**config.mk**
```make
export PLATFORM = sky130hd
export DESIGN_NAME = reg_bank_arbiter
export DESIGN_NICKNAME = d
export VERILOG_FILES = /design/src/rtl/reg_bank_arbiter.sv
export SDC_FILE = /design/constraint.sdc
export NUM_CORES = 1
export LEC_CHECK = 0
export ABC_CLOCK_PERIOD_IN_PS = 3970
export CORE_MARGIN = 2
export CORE_UTILIZATION = 45
export DETAILED_ROUTE_END_ITERATION = 10
export PLACE_DENSITY_LB_ADDON = 0.15
export SYNTH_ARGS = -nofsm -noshare
export SYNTH_HDL_FRONTEND = slang
export SYNTH_SLANG_ARGS = --single-unit
```
**constraint.sdc**
```tcl
create_clock -name clk_i -period 3.97 [get_ports clk_i]
set_input_delay 0.397 -clock clk_i [delete_from_list [all_inputs] [get_ports clk_i]]
set_output_delay 0.397 -clock clk_i [all_outputs]
set_load 0.02 [all_outputs]
```
**src/rtl/reg_bank_arbiter.sv**
```systemverilog
// Round-robin share of a small register bank between NUM_REQ requesters.
// Fixed 3 cycles per transaction (accept, execute, respond); losers hold req_valid until req_ready.
module reg_bank_arbiter #(
  parameter int WIDTH    = 8,
  parameter int NUM_REGS = 4,
  parameter int NUM_REQ  = 2,
  localparam int AW      = (NUM_REGS > 1) ? $clog2(NUM_REGS) : 1
) (
  input  logic                     clk_i,
  input  logic                     rst_i,
  input  logic [NUM_REQ-1:0]       req_valid_i,
  input  logic [NUM_REQ-1:0]       req_we_i,
  input  logic [NUM_REQ*AW-1:0]    req_addr_i,
  input  logic [NUM_REQ*WIDTH-1:0] req_wdata_i,
  output logic [NUM_REQ-1:0]       req_ready_o,
  output logic [NUM_REQ-1:0]       rsp_valid_o,
  output logic [WIDTH-1:0]         rsp_rdata_o,
  output logic                     rsp_err_o,
  output logic                     busy_o
);

  localparam int RW = $clog2(NUM_REQ);

  typedef enum logic [1:0] {IDLE, EXEC, RESP} state_t;

  typedef struct packed {
    logic [RW-1:0]    win;
    logic             we;
    logic [AW-1:0]    addr;
    logic [WIDTH-1:0] wdata;
  } txn_t;

  state_t           state_q, state_d;
  txn_t             txn_q;
  logic [RW-1:0]    rr_ptr_q;
  logic [RW-1:0]    win_idx;
  logic             any_vld;
  logic [WIDTH-1:0] bank_q [NUM_REGS];
  logic [NUM_REQ-1:0] rsp_valid_q;
  logic [WIDTH-1:0] rsp_rdata_q;
  logic             rsp_err_q;
  logic             in_range;
  logic [WIDTH-1:0] rd_dat;

  // First valid requester at or above rr_ptr, wrapping back to 0.
  always_comb begin
    win_idx = '0;
    any_vld = 1'b0;
    for (int k = 0; k < NUM_REQ; k++) begin
      if (!any_vld && req_valid_i[(int'(rr_ptr_q) + k) % NUM_REQ]) begin
        any_vld = 1'b1;
        win_idx = RW'((int'(rr_ptr_q) + k) % NUM_REQ);
      end
    end
  end

  always_ff @(posedge clk_i or posedge rst_i) begin
    if (rst_i) state_q <= IDLE;
    else       state_q <= state_d;
  end

  always_comb begin
    state_d     = state_q;
    req_ready_o = '0;
    case (state_q)
      IDLE: begin
        if (any_vld) begin
          req_ready_o[win_idx] = 1'b1;
          state_d              = EXEC;
        end
      end
      EXEC:    state_d = RESP;
      RESP:    state_d = IDLE;
      default: state_d = IDLE;
    endcase
  end

  always_comb begin
    in_range = 1'b0;
    rd_dat   = '0;
    for (int r = 0; r < NUM_REGS; r++) begin
      if (txn_q.addr == AW'(r)) begin
        in_range = 1'b1;
        rd_dat   = bank_q[r];
      end
    end
  end

  always_ff @(posedge clk_i or posedge rst_i) begin
    if (rst_i) begin
      txn_q       <= '0;
      rr_ptr_q    <= '0;
      rsp_valid_q <= '0;
      rsp_rdata_q <= '0;
      rsp_err_q   <= 1'b0;
      for (int r = 0; r < NUM_REGS; r++) bank_q[r] <= '0;
    end else begin
      case (state_q)
        IDLE: begin
          if (any_vld) begin
            txn_q <= '{win:   win_idx,
                       we:    req_we_i[win_idx],
                       addr:  req_addr_i[int'(win_idx)*AW +: AW],
                       wdata: req_wdata_i[int'(win_idx)*WIDTH +: WIDTH]};
          end
        end
        EXEC: begin
          rsp_valid_q[txn_q.win] <= 1'b1;
          rsp_err_q              <= !in_range;
          // A write echoes the stored value; out-of-range returns zero.
          rsp_rdata_q <= !in_range ? '0 : (txn_q.we ? txn_q.wdata : rd_dat);
          if (txn_q.we) begin
            for (int r = 0; r < NUM_REGS; r++) begin
              if (txn_q.addr == AW'(r)) bank_q[r] <= txn_q.wdata;
            end
          end
        end
        RESP: begin
          rsp_valid_q <= '0;
          rr_ptr_q    <= (txn_q.win == RW'(NUM_REQ - 1)) ? '0 : txn_q.win + 1'b1;
        end
        default: ;
      endcase
    end
  end

  assign rsp_valid_o = rsp_valid_q;
  assign rsp_rdata_o = rsp_rdata_q;
  assign rsp_err_o   = rsp_err_q;
  assign busy_o      = (state_q != IDLE);

endmodule

```
==> results of run 1 <==
## cell type report
cell class / count / area [µm²] / area share, %
tap: 75 / 93.84 / 2.778
inverter: 7 / 26.28 / 0.7778
multi-input combinational: 133 / 1164 / 34.44
sequential: 58 / 1451 / 42.96
timing repair buffer: 41 / 405.4 / 12.00
clock buffer: 12 / 165.2 / 4.889
clock inverter: 4 / 72.57 / 2.148
## path summary, 6_finish.rpt
| kind | start | end | slack, ns | cells past startpoint |
|---|---|---|---|---|
| worst max-delay path | req_valid_i[1] | req_ready_o[1] | 1.17 | 4 |
| worst min-delay path | txn_q[11]$_DFFE_PP0P_ | rr_ptr_q$_DFFE_PP0N_ | 0.49 | 1 |
| worst max register to register | state_q[1]$_DFFE_PP0P_ | bank_q[26]$_DFFE_PP0P_ | 1.86 | 5 |
| worst min register to register | txn_q[11]$_DFFE_PP0P_ | rr_ptr_q$_DFFE_PP0N_ | 0.49 | 1 |
| max in group asynchronous | rst_i | bank_q[28]$_DFFE_PP0P_ | 2.65 | 3 |
| min in group asynchronous | rst_i | bank_q[25]$_DFFE_PP0P_ | 0.57 | 2 |
## cell families (layout without fill, tap and decap cells)
kind of cell             Yosys count  count (layout)  share of synthesized area, %
AO/OA/AOI/OAI                     50              50                         11.01
adder cells (fa/ha/maj)            4               4                         1.843
buffers and inverters             20              64                         3.686
flip-flops                        58              58                         53.46
multiplexers                      49              49                         23.69
AND/OR/NAND/NOR                   30              30                         6.314
## cells in the mapped netlist, drive strengths merged
library cell	count
o21bai	1
clkbuf	7
o21ai	11
buf	6
nand2	2
a31oi	11
o21a	1
nor3	2
nand4	1
nand4b	2
inv	7
a21oi	14
ha	4
mux2i	8
nor2b	2
a211oi	1
nor2	21
mux2	33
o211ai	11
dfrtp	58
mux4	8
## state kept, by name (all words and copies together), names as in the netlist
name,cells
rsp_rdata_o,8
rsp_err_o,1
txn_q,12
state_q,2
bank_q,32
rr_ptr_q,1
rsp_valid_o,2
## placed cells by master, fill, tap and decap left out
cell type         n
a211oi_1          1
a21oi_1          14
a31oi_1          11
buf_4             2
bufinv_16         2
clkbuf_8         12
clkdlybuf4s50_1  39
clkinv_2          1
clkinvlp_4        1
dfrtp_1          58
ha_1              4
inv_1             6
inv_2             1
mux2_2           33
mux2i_1           8
mux4_1            3
mux4_2            5
nand2_1           2
nand4_4           1
nand4b_2          2
nor2_1           21
nor2b_1           2
nor3_1            1
nor3_4            1
o211ai_1         11
o21a_1            1
o21ai_0          11
o21bai_1          1
## worst max-delay path, delay by kind of cell
family | cells | cell delay, ns
buf+inv | 3 | 1.71
simple gates | 1 | 0.29
## stage by stage
stage          setup slack (ns)  hold slack (ns)  util [%]  power, mW  cell area [µm²]
2_1_floorplan             2.145           0.4431         -      1.912             2715
3_3_place_gp              1.213           0.4719     53.36      2.198             3141
3_5_place_dp              1.213           0.4799     53.36      2.222             3141
4_1_cts                   1.196           0.4904     57.40      2.867             3378
5_1_grt                   1.091           0.5090     57.40      3.031             3378
6_report                  1.166           0.4896     57.40      2.835             3378
## power by group through the flow
| stage | Sequential (mW) | Clock, mW | Combinational (mW) |
|---|---|---|---|
| detailed placement | 1.20 | 0 | 1.02 |
| global route | 1.23 | 0.680 | 1.12 |
| finish | 1.18 | 0.638 | 1.01 |
| global placement | 1.19 | 0 | 1.01 |
| CTS | 1.19 | 0.653 | 1.03 |
| floorplan | 1.10 | 0 | 0.813 |
## routing by layer
layer	routed length (µm)	part of all wire [%]	vias to the layer above	global-route usage [%]
met1	2587	45	898	24.76
met4	102	1.8	0	8.500
met2	2822	49	42	31.31
met5	0	0	-	0
met3	203	3.6	10	5.275
li1	-	-	859	-
==> key figures, run 1 <==
Run status
  – Status: completed

Worst setup path
  – Startpoint Class: input pin
  – CP most frequent cell: clkdlybuf4s50_1
  – Required time of the critical path: 3.57 ns
  – Worst setup path class: in2out
  – CP max FO: 15
  – CP Cell Sequence: clkdlybuf4s50_1 -> inv_1 -> nor3_1 -> clkdlybuf4s50_1
  – CP endpoint kind: output pin
  – Critical path arrival: 2.41 ns
  – Critical-path cell with the highest stage delay: clkdlybuf4s50_1
  – Worst path max stage delay: 0.78 ns

Power and ir drop
  – Leak: 1.412 nW
  – Worst IR Drop VDD: 0.5054 mV
  – Seq pwr share: 41.8%
  – Logic pwr share: 35.8%
  – Internal power of the cells: 1.874 mW
  – Clock power frac: 22.5%
  – Net Sw Frac: 33.89%
  – Power Density: 839.3 nW/µm²
  – Net switching power: 960.8 µW

Placement
  – IO buf count: 39
  – Placed cell count: 314
  – Gp weighted congestion: 0.7447
  – HPWL Detailed: 3842 µm

Routing
  – Residual DRC: 0
  – Vias: 1,809
  – Total wire length: 5715 µm
  – WL/cell: 17.32 µm
  – Initial detailed-routing violation count: 62
  – DR vias/cell: 5.482
  – DR pass1 iterations: 4
  – Routed Antenna Nets: 0

Floorplan
  – Die ar.: 6671 µm²
  – Initial Util: 46.13%
  – Die Ht: 81.68 µm
  – Number of I/O pins: 40
  – Die width: 81.68 µm
  – Core footprint: 5886 µm²
  – Row count: 28

STA
  – Final Max Slew Viols: 0
  – Setup TNS: 0 ns
  – Final number of hold-violating endpoints: 0
  – Worst slew pin tran: 0.8786 ns
  – RSZ-0062 raised after global routing: no
  – Final Cycle Share: 70.63%
  – Setup violations, final: 0
  – Slew HR: 41.34%
  – Maximum clock frequency: 356.6 MHz
  – Final Critical Period: 2.804 ns
  – Clock Skew: 0.01421 ns

Global routing
  – Initial antenna violation count: 0
  – Gr ovfl total: 0
  – GRT Total Usage: 19.44%
  – Vias in the first global route: 1,818
  – First-pass GRT wire length: 9252 µm
  – Largest net degree at the start of global routing: 43

Clocking
  – CTS resizes: 0
  – H-Tree Level Count: 3
  – Clk Latency, worst-skew pair: 0.34 ns
  – TritonCTS Buffers: 9
  – Clock Tree Root: clkbuf_8
  – Clock Sinks: 58
  – Post-CTS setup buffers: 0
  – CTS Buffer Depth: 2
  – Hold-fix buffers, CTS: 0
  – Clock transition at path regs: 0.07 ns
  – CTS tree: built

Logic synthesis
  – Synth Warn #: 0
  – Distinct cells, synth: 28
  – Syn_nets: 241
  – Post-Syn Instances: 211
  – Post-Syn Area: 2715 µm²
  – Yosys top cell area share: 53.46%
  – Largest cells by area after synthesis: dfrtp_1 53%, mux2_2 14%, mux4_2 4.1%
  – Sequential share of the synthesized area: 53.46%
  – Mean Syn Cell Area: 12.87 µm²
  – #FFs+latches synth: 58
  – Cell type with the largest total area after synthesis: dfrtp_1

Finish
  – Layout cells sized above 1: 23.92%
  – NumNets Final: 280
  – Syn-to-layout area delta: 24.42%
  – Finished Layout Cells: 330
  – Fillcell total: 505
  – Diode count: 0

Job
  – Max-cap viol count: 0

Min path
  – Worst Hold Class: reg2reg
Power figures use the tool's default switching activity.
==> run 2, diff against run 1 <==
- ABC_CLOCK_PERIOD_IN_PS: 3970 -> 2600
- clock period: 3.97 -> 2.6 ns (I/O delays scaled with it)
==> run 2 against run 1 <==
Effect of this change:
- cell count grew 1.2%
- flip-flop and latch count did not move
- cell area rose by 0.67%
- global-route usage grew 1.5 points
- non-clock buffer count rose by 4
- first-iteration DRC count rose by 9.7%
- worst hold slack got worse by 0.16 ns
- routed wire length is 3.1% higher
- clock skew down 0.0026 ns
- power rose by 52%
- largest cell class unchanged
- largest power group unchanged
==> key figures, run 2 (synthesis gave the netlist of run 1 again) <==
Routing
  – Total wire length: 5892 µm
  – Initial detailed-routing violation count: 68
  – Vias: 1,851
  – DR vias/cell: 5.542
  – WL/cell: 17.64 µm
  – Routed Antenna Nets: 0
  – DR pass1 iterations: 4
  – Residual DRC: 0

STA
  – Hold slack: 0.3258 ns
  – Final Critical Period: 2.274 ns
  – Final Max Slew Viols: 0
  – RSZ-0062 raised after global routing: no
  – Setup TNS: 0 ns
  – Clock Skew: 0.01165 ns
  – Worst slew pin tran: 0.8402 ns
  – Final Worst Setup Slack: 0.3263 ns
  – Maximum clock frequency: 439.8 MHz
  – Slew HR: 43.99%
  – Setup violations, final: 0
  – Final Cycle Share: 87.45%
  – Final number of hold-violating endpoints: 0

Power and ir drop
  – Power Density: 1267 nW/µm²
  – Leak: 1.423 nW
  – Worst IR Drop VDD: 0.6283 mV

Clocking
  – Clock Tree Root: clkbuf_8
  – Post-CTS setup buffers: 0
  – Hold-fix buffers, CTS: 0
  – Clock transition at path regs: 0.07 ns
  – CTS Buffer Depth: 2
  – Clock Sinks: 58
  – TritonCTS Buffers: 9
  – CTS tree: built
  – CTS resizes: 0
  – H-Tree Level Count: 3
  – Clk Latency, worst-skew pair: 0.34 ns

Job
  – Max-cap viol count: 0

Floorplan
  – Die Ht: 81.68 µm
  – Die width: 81.68 µm
  – Initial Util: 46.13%
  – Die ar.: 6671 µm²
  – Core footprint: 5886 µm²
  – Row count: 28
  – Number of I/O pins: 40

Worst setup path
  – Critical path arrival: 2.01 ns
  – Worst R2R End: bank_q[18]$_DFFE_PP0P_
  – Reg2reg setup slack: 0.63 ns
  – Required time of the critical path: 2.34 ns
  – Worst setup path class: reg2out
  – CP endpoint kind: output pin
  – Reg2reg path depth: 2
  – Reg-to-reg startpoint: txn_q[8]$_DFFE_PP0P_
  – CP max FO: 4
  – Startpoint Class: flop

Run status
  – Status: completed

Global routing
  – Gr ovfl total: 0
  – Initial antenna violation count: 0
  – Largest net degree at the start of global routing: 32
  – First-pass GRT wire length: 9742 µm
  – Vias in the first global route: 1,848
  – GRT Total Usage: 20.90%

Finish
  – Commonest non-fill, non-tap cell in the layout: dfrtp_1
  – NumNets Final: 284
  – Multi-input logic area: 1164 µm²
  – Layout cells sized above 1: 25.10%
  – Most frequent cells in the layout: 58 x dfrtp_1, 39 x clkdlybuf4s50_1, 33 x mux2_2, 21 x nor2_1, 14 x a21oi_1
  – Most flop-heavy register: bank_q
  – Fillcell total: 489
  – Syn-to-layout area delta: 25.25%
  – Sequential cell area: 1451 µm²
  – Diode count: 0
  – Largest register FFs: 32

Placement
  – HPWL Detailed: 4016 µm
  – Worst slack, placed: 0.5406 ns
  – IO buf count: 39
  – Gp weighted congestion: 0.7568

Min path
  – Worst Hold Class: in2async
==> run 2: changes by cell type in the layout (fill, tap and decap cells not counted) <==
cell / before / now
clkinv_2: 1 / 2
buf_4: 2 / 5
buf_12: 0 / 1
clkbuf_8: 12 / 9
clkinvlp_4: 1 / 2
clkinv_4: 0 / 1
==> run 2: final cells by class <==
class,count,share of cell area [%]
Timing Repair Buffer,45,13.17
Clock inverter,7,2.759
Sequential cell,58,42.68
Clock buffer,9,3.642
Inverter,7,0.7726
Tap cell,75,2.759
Multi-Input combinational cell,133,34.22
==> run 2: worst max path at each step <==
stage          cells past startpoint                    from  slack [ns]                    end
3_5_place_dp                       4          req_valid_i[0]        0.54         req_ready_o[0]
5_1_grt                            5  state_q[1]$_DFFE_PP0P_        0.22         req_ready_o[1]
2_1_floorplan                      1                   rst_i        0.91  bank_q[0]$_DFFE_PP0P_
6_report                           5  state_q[0]$_DFFE_PP0P_        0.33         req_ready_o[0]
3_3_place_gp                       4          req_valid_i[0]        0.52         req_ready_o[0]
4_1_cts                            5  state_q[0]$_DFFE_PP0P_        0.32         req_ready_o[0]
==> run 2: through the flow <==
stage	total power [mW]	instances	cell area, µm²	utilization (%)
6_report	4.307	334	3401	57.78
3_5_place_dp	3.436	318	3183	54.08
5_1_grt	4.635	334	3401	57.78
4_1_cts	4.361	334	3401	57.78
2_1_floorplan	2.920	211	2715	-
3_3_place_gp	3.397	318	3183	54.08
==> run 2: critical path, cell delays in order (launching register included) <==
cell             delay (ns)
dfrtp_1                0.40
inv_1                  0.11
ha_1                   0.20
inv_1                  0.09
a211oi_1               0.23
clkdlybuf4s50_1        0.65
==> run 2: power by group <==
part           internal, mW  total, mW  leakage (nW)  switching [mW]
registers              1.36       1.78         0.672           0.430
logic                 0.915       1.61         0.645           0.699
clock network         0.537      0.909         0.105           0.372
total                  2.81       4.31          1.42            1.50
==> run 2: routing by layer <==
| layer | share of wire (%) | GRT usage (%) |
|---|---|---|
| met2 | 49 | 32.30 |
| met3 | 4.1 | 6.813 |
| met4 | 1.3 | 7.167 |
| met5 | 0 | 0 |
| met1 | 45 | 27.94 |
